==> src/rtl/core/params.svh <==
// Core-wide build parameters shared by every datapath block.
`ifndef CORE_PARAMS_SVH
`define CORE_PARAMS_SVH

`define XLEN 32

`endif

==> src/rtl/bypass_pkg.sv <==
// Shared types for the integer bypass network: pipeline stage entry layout,
// register-index width and a saturating counter helper.
package bypass_pkg;

`include "core/params.svh"

    localparam int unsigned XLEN  = `XLEN;
    localparam int unsigned REG_W = 5;

    // One in-flight result: destination, and the value once it is known.
    typedef struct packed {
        logic             valid;
        logic [REG_W-1:0] rd;
        logic             data_valid;
        logic [XLEN-1:0]  data;
    } stage_t;

    // Increment that sticks at all-ones instead of wrapping.
    function automatic logic [31:0] sat_inc32(input logic [31:0] v);
        return (v == '1) ? v : v + 32'd1;
    endfunction

endpackage

==> src/rtl/bypass_match.sv <==
// Youngest-match operand selector for one read port of the bypass network.
// Stage 0 is the youngest entry; the first valid stage whose rd matches wins.
module bypass_match
    import bypass_pkg::*;
#(
    parameter int unsigned DEPTH = 3
) (
    input  stage_t [DEPTH-1:0] stages_i,
    input  logic [REG_W-1:0]   rs_sel_i,
    input  logic [XLEN-1:0]    rf_data_i,
    output logic [XLEN-1:0]    rs_data_o,
    output logic               rs_stall_o,
    output logic               fwd_o
);

    logic            hit;
    logic            hit_dv;
    logic [XLEN-1:0] hit_data;

    // Priority search from youngest to oldest; register 0 never matches.
    always_comb begin
        hit      = 1'b0;
        hit_dv   = 1'b0;
        hit_data = '0;
        for (int unsigned i = 0; i < DEPTH; i++) begin
            if (!hit && stages_i[i].valid && (rs_sel_i != '0) &&
                (stages_i[i].rd == rs_sel_i)) begin
                hit      = 1'b1;
                hit_dv   = stages_i[i].data_valid;
                hit_data = stages_i[i].data;
            end
        end
        fwd_o      = hit && hit_dv;
        rs_stall_o = hit && !hit_dv;
        rs_data_o  = fwd_o ? hit_data : rf_data_i;
    end

endmodule

==> src/rtl/int_bypass_net.sv <==
// Integer bypass network: tracks DEPTH in-flight results, forwards the youngest
// matching value to each read port, flags operands whose producer has no value
// yet, and retires the oldest entry to the register file.
// Optional build macro BYPASS_STATS_EN adds saturating fwd/stall cycle counters.
module int_bypass_net
    import bypass_pkg::*;
#(
    parameter int unsigned DEPTH      = 3,
    parameter int unsigned NREAD      = 2,
    parameter int unsigned LATE_STAGE = 1
) (
    input  logic                        clk,
    input  logic                        rst,
    input  logic                        advance,
    input  logic                        issue_valid,
    input  logic [REG_W-1:0]            issue_rd,
    input  logic                        issue_data_valid,
    input  logic [XLEN-1:0]             issue_data,
    input  logic                        late_valid,
    input  logic [XLEN-1:0]             late_data,
    input  logic [NREAD-1:0][REG_W-1:0] rs_sel,
    input  logic [NREAD-1:0][XLEN-1:0]  rf_data,
    output logic [NREAD-1:0][XLEN-1:0]  rs_data,
    output logic [NREAD-1:0]            rs_stall,
    output logic                        wb_valid,
    output logic [REG_W-1:0]            wb_rd,
    output logic [XLEN-1:0]             wb_data
`ifdef BYPASS_STATS_EN
    ,
    output logic [31:0]                 fwd_count,
    output logic [31:0]                 stall_count
`endif
);

    stage_t [DEPTH-1:0] stage_q;
    stage_t [DEPTH-1:0] stage_d;
    stage_t [DEPTH-1:0] filled;

    logic               wb_valid_q, wb_valid_d;
    logic [REG_W-1:0]   wb_rd_q, wb_rd_d;
    logic [XLEN-1:0]    wb_data_q, wb_data_d;

    logic [NREAD-1:0]   port_fwd;

    // Apply a late fill to the entry sitting at LATE_STAGE before any shift,
    // so a fill coinciding with advance travels with its entry.
    always_comb begin
        filled = stage_q;
        if (late_valid && stage_q[LATE_STAGE].valid &&
            !stage_q[LATE_STAGE].data_valid) begin
            filled[LATE_STAGE].data_valid = 1'b1;
            filled[LATE_STAGE].data       = late_data;
        end
    end

    // Shift the pipeline on advance and pick up the retiring oldest entry.
    always_comb begin
        stage_d    = filled;
        wb_valid_d = 1'b0;
        wb_rd_d    = wb_rd_q;
        wb_data_d  = wb_data_q;
        if (advance) begin
            for (int unsigned i = 1; i < DEPTH; i++) begin
                stage_d[i] = filled[i-1];
            end
            stage_d[0].valid      = issue_valid && (issue_rd != '0);
            stage_d[0].rd         = issue_rd;
            stage_d[0].data_valid = issue_data_valid;
            stage_d[0].data       = issue_data;
            if (filled[DEPTH-1].valid && filled[DEPTH-1].data_valid) begin
                wb_valid_d = 1'b1;
                wb_rd_d    = filled[DEPTH-1].rd;
                wb_data_d  = filled[DEPTH-1].data;
            end
        end
    end

    // Pipeline and writeback registers; reset discards all in-flight entries.
    always_ff @(posedge clk) begin
        if (!rst) begin
            stage_q    <= '0;
            wb_valid_q <= 1'b0;
            wb_rd_q    <= '0;
            wb_data_q  <= '0;
        end else begin
            stage_q    <= stage_d;
            wb_valid_q <= wb_valid_d;
            wb_rd_q    <= wb_rd_d;
            wb_data_q  <= wb_data_d;
        end
    end

    assign wb_valid = wb_valid_q;
    assign wb_rd    = wb_rd_q;
    assign wb_data  = wb_data_q;

    for (genvar p = 0; p < NREAD; p++) begin : g_port
        bypass_match #(
            .DEPTH(DEPTH)
        ) u_match (
            .stages_i   (stage_q),
            .rs_sel_i   (rs_sel[p]),
            .rf_data_i  (rf_data[p]),
            .rs_data_o  (rs_data[p]),
            .rs_stall_o (rs_stall[p]),
            .fwd_o      (port_fwd[p])
        );
    end

`ifdef BYPASS_STATS_EN
    logic [31:0] fwd_count_q;
    logic [31:0] stall_count_q;

    // Count cycles with at least one forwarded or stalled operand.
    always_ff @(posedge clk) begin
        if (!rst) begin
            fwd_count_q   <= '0;
            stall_count_q <= '0;
        end else begin
            if (|port_fwd) begin
                fwd_count_q <= sat_inc32(fwd_count_q);
            end
            if (|rs_stall) begin
                stall_count_q <= sat_inc32(stall_count_q);
            end
        end
    end

    assign fwd_count   = fwd_count_q;
    assign stall_count = stall_count_q;
`else
    logic unused_port_fwd;
    assign unused_port_fwd = ^port_fwd;
`endif

endmodule

==> config.mk <==
export PLATFORM = sky130hd
export DESIGN_NAME = int_bypass_net
export DESIGN_NICKNAME = d
export VERILOG_FILES = /design/src/rtl/bypass_pkg.sv /design/src/rtl/bypass_match.sv /design/src/rtl/int_bypass_net.sv
export VERILOG_INCLUDE_DIRS = /design/src /design/src/rtl/core
export SDC_FILE = /design/constraint.sdc
export NUM_CORES = 1
export LEC_CHECK = 0
export ABC_AREA = 1
export BUFFER_PORTS_ARGS = -buffer_cell sky130_fd_sc_hd__buf_2
export CORE_AREA = 2 2 168 170
export CTS_BUF_LIST = sky130_fd_sc_hd__clkbuf_4 sky130_fd_sc_hd__clkbuf_8 sky130_fd_sc_hd__clkbuf_16
export DETAILED_ROUTE_END_ITERATION = 8
export DIE_AREA = 0 0 170 172
export GPL_ROUTABILITY_DRIVEN = 0
export MAX_ROUTING_LAYER = met4
export PLACE_DENSITY = 0.58
export SLEW_MARGIN = 0
export SYNTH_ARGS = -nofsm -noshare
export SYNTH_HDL_FRONTEND = slang
export SYNTH_SLANG_ARGS = --single-unit
==> constraint.sdc <==
create_clock -name clk -period 2.3 [get_ports clk]
set_input_delay 0.23 -clock clk [delete_from_list [all_inputs] [get_ports clk]]
set_output_delay 0.23 -clock clk [all_outputs]
set_load 0.02 [all_outputs]
==> reports/metrics.csv, run 1 <==
metric,value,unit
fp.dieArea,29200,um2
die_w,170,um
p_switching,2.08,mW
cts-htree-levels,4,
viasPerCell,5.20,
cts_sinks,155,
io_buffers,252,
slowest_delay,0.36,ns
synth_cells,1542,
drtIter0Drc,768,
ys_top_cells_by_count,"nand2_1, nand3_1, inv_1",
cp-start-kind,flip-flop,
row_count,61,
crit_path_cell_trace,"inv_2, nand2_1, nand2_1, nor2_2, nand2_2, nor2_4, buf_6, inv_6, nand4_4, nand2_8, clkbuf_16, nand2_1, nand2_1, buf_6",
remaining_drc_errors,0,
final_area,14000,um2
cts_tree,yes,
post_dp_cell_area,11200,um2
critical_path_buf_inv_count,5,
layout.nets,1931,
syn_nets,1691,
first_pass_iters,7,
path_clk_slew,0.07,ns
fin_crit_sh,108,%
grt_max_degree,91,
ioPinCount,253,
cp-end-kind,output port,
critical_path_depth,14,
grt_pass1_vias,10300,
drtAntennaViolNets,0,
hold_depth,3,
critPathMostFrequentCell,nand2_1,
num-fill-cells,2753,
peakVddDrop,0.331,mV
leakage,7.43,nW
start_util,34.6,%
grt_overflow,0,
powerDensity,533,nW/um2
grt_usage,26.0,%
p_comb_share,16.8,%
netlist_top_cells_area,"dfxtp_1, nand2_1, nand3_1, o21ai_0, inv_1",
crit_family,simple AND/OR/NAND/NOR gates,
rsz0062_at_grt,true,
cts_inserted_buffers,17,
setup_viol,66,
clockBufferDepth,2,
pwr-share-clk,42.8,%
finalClockSkew,0.0118,ns
routed-via-count,11100,
core,27500,um2
grt_pass1_wl,56800,um
syn_area,9510,um2
synth-edff-count,0,
cp.arrival,2.26,ns
critPathMaxFanout,6,
antenna_found_initial,0,
min_period,2.49,ns
hold_class,primary input to flip-flop,
drt-total-wl,39000,um
relSlewSlack,53.5,%
post-place-ws,0.120,ns
die_height,172,um
ys_types,25,
status,"finished, violations left",
ys_warn_count,0,
worst_path_max_delay_cell,dfxtp_2,
worstPathRequired,2.07,ns
synth_flop_cell,dfxtp_1,
clock_latency,0.43,ns
max_freq,401,MHz
hpwl,23900,um
yosys.area.top_type,dfxtp_1,
synth.most_common_cell,nand2_1,
yosysSeqAreaShare,32.6,%
violations,negative setup slack,
routedWlPerCell,18.2,um
yosysTopAreaCellShare,32.6,%
ys_seq_elements,155,
slew_viol_final,0,
fin_ws,-0.192,ns
hold_buffers,0,
antenna_cells,0,
async_flop_share,0,%
reg2reg_depth,4,
cts-root-buf,clkbuf_16,
syn_to_final_growth,46.7,%
internal_power,5.35,mW
final_hold_viol_count,0,
tightest_slew,0.697,ns
swShare,28.0,%
syn_area_per_cell,6.17,um2
maxCapViolCount,0,
drive_above_1_share,38.8,%
power_frac_seq,40.4,%
criticalPathCategory,flip-flop to output port,
[per-stage QoR]
step,hold slack (ns),utilization (%),setup TNS [ns],power [mW],instances
floorplan,0.365,-,0,3.64,1542
global placement,0.429,40.8,0,4.07,2071
detailed placement,0.433,40.8,0,4.08,2071
CTS,0.0259,47.8,-11.04,7.37,2134
global route,0.0266,50.8,-16.03,7.72,2139
finish,0.0359,50.8,-10.23,7.43,2139
[sequential cells by signal (all words and copies together), names as in the netlist]
| signal | cells |
|---|---|
| filled | 84 |
| stage_q | 33 |
| wb_data | 32 |
| wb_rd | 5 |
| wb_valid | 1 |
[layout make-up]
class	count	area [um2]	share of cell area, %
well taps	346	433	3.10
multi-input cells	1043	5970	42.8
clock buffers	20	454	3.25
flip-flops and latches	155	3130	22.4
clock inverters	10	191	1.37
repair buffers	338	2900	20.8
inverters	227	880	6.30
[power by group through the flow]
stage                     registers, mW  clock network, mW  logic (mW)
after CTS                          2.99               3.23        1.16
after detailed placement           3.04                  0        1.04
final                              3.00               3.18        1.25
after floorplan                    3.00                  0       0.638
after global routing               3.02               3.34        1.37
after global placement             3.04                  0        1.03
[tightest hold or removal path, delay by kind of cell]
family                 cells  cell delay, ns
buffers and inverters      1            0.08
and+or+nand+nor            2            0.12
[placed cells by master, fill, tap and decap left out, types with 3 or more instances in the layout]
cell type  instances
buf_2            185
nand2_1          177
inv_1            159
nand3_1          159
o21ai_0          156
dfxtp_1          139
nand2_2          120
nor2_1           117
a21oi_1          104
buf_6             78
nand4_1           64
nand2_4           44
inv_2             41
nand3_2           37
buf_4             36
mux2_2            32
buf_12            27
clkbuf_16         21
clkinv_1          15
dfxtp_2           12
nor2_4            11
clkinv_2           8
nand3_4            5
bufinv_16          5
buf_16             5
dfxtp_4            4
nor2_2             3
buf_8              3
[routing by layer]
metal / part of all wire (%) / global-route usage [%] / wire length (um)
met5: 0 / - / 0
met2: 47 / 42.1 / 18400
met4: 2.4 / 8.81 / 933
met3: 6.2 / 4.44 / 2420
met1: 44 / 33.0 / 17200
[kinds of logic after synthesis]
logic type	synth area share, %
mux	3.79
buf+inv	14.7
flops	32.6
xor+xnor	0.0921
simple gates	34.7
compound gates	14.1
[what timing repair did]
| item | 4_1_cts | 5_1_grt |
|---|---|---|
| resized for setup | 264 | 264 |
| setup buffers | 25 | 8 |
| pin swaps | 44 | 92 |
| setup endpoints to repair | 66 | 66 |
| gates cloned | 9 | 4 |
[path summary, 6_finish.rpt]
kind | startpoint | endpoint | slack (ns)
worst max-delay path | filled[74] | rs_data[52] | -0.19
worst max register to register | filled[110] | wb_data[11] | 0.39
worst min register to register | wb_data[31] | wb_data[31] | 0.44
worst min-delay path | issue_data[4] | filled[4] | 0.04
Note: power is estimated with default switching activity, not from simulation.
==> run 2, diff against run 1 <==
--- a/config.mk
+++ b/config.mk
@@ -8,13 +8,13 @@
 export LEC_CHECK = 0
 export ABC_AREA = 1
 export BUFFER_PORTS_ARGS = -buffer_cell sky130_fd_sc_hd__buf_2
-export CORE_AREA = 2 2 168 170
+export CORE_AREA = 2 2 147 149
 export CTS_BUF_LIST = sky130_fd_sc_hd__clkbuf_4 sky130_fd_sc_hd__clkbuf_8 sky130_fd_sc_hd__clkbuf_16
 export DETAILED_ROUTE_END_ITERATION = 8
-export DIE_AREA = 0 0 170 172
+export DIE_AREA = 0 0 149 151
 export GPL_ROUTABILITY_DRIVEN = 0
 export MAX_ROUTING_LAYER = met4
-export PLACE_DENSITY = 0.58
+export PLACE_DENSITY = 0.72
 export SLEW_MARGIN = 0
 export SYNTH_ARGS = -nofsm -noshare
 export SYNTH_HDL_FRONTEND = slang
==> constraint.sdc (replaced) <==
create_clock -name clk -period 3.1 [get_ports clk]
set_input_delay 0.31 -clock clk [delete_from_list [all_inputs] [get_ports clk]]
set_output_delay 0.31 -clock clk [all_outputs]
set_load 0.02 [all_outputs]
==> run 2 against run 1 <==
Against the previous run: the flow now finishes without violations; utilization up 4.4 points; sequential share of layout area is 4.6 points higher; sequential power is 26% lower; flip-flop and latch count did not move; total power decreased by 31%; die area down 23%; worst hold slack improved by 0.069 ns; worst setup slack better by 0.46 ns.
==> reports/metrics.csv, run 2 (synthesized netlist as in run 1, its figures left out) <==
metric,value,unit,change
cp-start-kind,flip-flop,,unchanged
start_util,45.7,%,was 34.6%
setup_viol,0,,was 66
criticalPathCategory,flip-flop to output port,,unchanged
leakage,6.11,nW,was 7.43 nW
viasPerCell,5.34,,was 5.20
power.total,5.11,mW,was 7.43 mW
io_buffers,252,,unchanged
clock_latency,0.43,ns,about the same
core,20800,um2,was 27500 um2
powerDensity,444,nW/um2,was 533 nW/um2
cts_inserted_buffers,17,,unchanged
tightest_slew,0.850,ns,was 0.697 ns
grt_usage,29.2,%,was 26.0%
drt-total-wl,32600,um,was 39000 um
cts_sinks,155,,unchanged
syn_to_final_growth,20.8,%,was 46.7%
hold_buffers,0,,unchanged
remaining_drc_errors,0,,unchanged
drtAntennaViolNets,0,,unchanged
drive_above_1_share,22.0,%,was 38.8%
drtIter0Drc,976,,was 768
final_cell_mix,"nand2_1, buf_2, nand3_1",,"was buf_2, nand2_1, inv_1, nand3_1, o21ai_0"
fp.dieArea,22500,um2,was 29200 um2
routedWlPerCell,16.1,um,was 18.2 um
final_area,11500,um2,was 14000 um2
hold_class,primary input to flip-flop,,unchanged
critPathMaxFanout,66,,was 6
hpwl,21700,um,was 23900 um
finalClockSkew,0.00993,ns,was 0.0118 ns
grt_pass1_vias,9716,,was 10300
setup_tns,0,ns,was -10.23 ns
final_hold_viol_count,0,,unchanged
maxCapViolCount,0,,unchanged
slew_viol_final,0,,unchanged
worstPathRequired,2.79,ns,was 2.07 ns
rsz0062_at_grt,false,,was true
path_clk_slew,0.06,ns,was 0.07 ns
post_dp_cell_area,10900,um2,was 11200 um2
fin_ws,0.268,ns,was -0.192 ns
antenna_cells,0,,unchanged
antenna_found_initial,0,,unchanged
grt_overflow,0,,unchanged
cts-root-buf,clkbuf_16,,unchanged
peakVddDrop,0.390,mV,was 0.331 mV
largest_register_ffs,84,,unchanged
layout.nets,1880,,was 1931
die_height,151,um,was 172 um
relSlewSlack,43.4,%,was 53.5%
clockBufferDepth,2,,unchanged
first_pass_iters,7,,unchanged
grt_max_degree,91,,unchanged
die_w,149,um,was 170 um
post-place-ws,0.614,ns,was 0.120 ns
cp-end-kind,output port,,unchanged
routed-via-count,10800,,was 11100
mostFrequentLayoutCell,nand2_1,,was buf_2
cts_tree,yes,,unchanged
status,"finished, final reports clean",,"was finished, violations left"
grt_pass1_wl,50400,um,was 56800 um
cp.arrival,2.52,ns,was 2.26 ns
max_freq,353,MHz,
ioPinCount,253,,unchanged
cts-htree-levels,4,,unchanged
fin_crit_sh,91.4,%,
row_count,53,,was 61
min_period,2.83,ns,
## run 2: report_power, final
part	switching, mW	leakage [nW]	internal, mW
Clock	0.886	0.285	1.26
Sequential	0.101	1.28	2.11
Combinational	0.471	4.55	0.285
Total	1.46	6.11	3.65
## run 2: through the flow
| stage | hold WS, ns | instances | utilization (%) |
|---|---|---|---|
| global placement | 0.429 | 1987 | 52.2 |
| detailed placement | 0.433 | 1987 | 52.2 |
| floorplan | 0.445 | 1542 | - |
| CTS | 0.102 | 2019 | 55.1 |
| finish | 0.105 | 2019 | 55.2 |
| global route | 0.117 | 2019 | 55.2 |
## run 2: worst paths after layout
kind,slack (ns),to,depth (start not counted),startpoint
max,0.27,rs_data[7],11,filled[33]
min reg2reg,0.44,wb_data[19],2,wb_data[19]
min,0.10,filled[5],3,issue_data[5]
max reg2reg,1.06,filled[107],6,filled[77]
## run 2: final cells by class
class / count / area (um2)
fill: 2146 / 9340
multi-input combinational: 1043 / 5030
sequential: 155 / 3100
timing repair buffer: 287 / 1550
inverter: 227 / 853
clock buffer: 20 / 467
tap: 275 / 344
clock inverter: 12 / 139
## run 2: worst max-delay path, stage by stage, from the launching register on
cell and delay, ns:
dfxtp_1 0.38, inv_1 0.11, nand2_1 0.07, nand3_1 0.13
nor2_4 0.16, nand2_2 0.09, buf_12 0.19, nand4_2 0.18
buf_4 0.32, nand3_1 0.13, nand2_1 0.09, buf_2 0.16
## run 2: per-layer routing
layer | part of all wire, % | wire, um | vias up | track usage [%]
met5 | 0 | 0 | - | -
met4 | 2.2 | 721 | 0 | 9.33
met3 | 8.6 | 2790 | 73 | 5.24
met2 | 47 | 15200 | 530 | 47.6
met1 | 43 | 13900 | 4838 | 36.9
li1 | - | - | 5340 | -
## run 2: what timing repair did
item,CTS,global route
gates resized for setup,0,1
buffers inserted,0,0
endpoints found under the setup margin,0,8
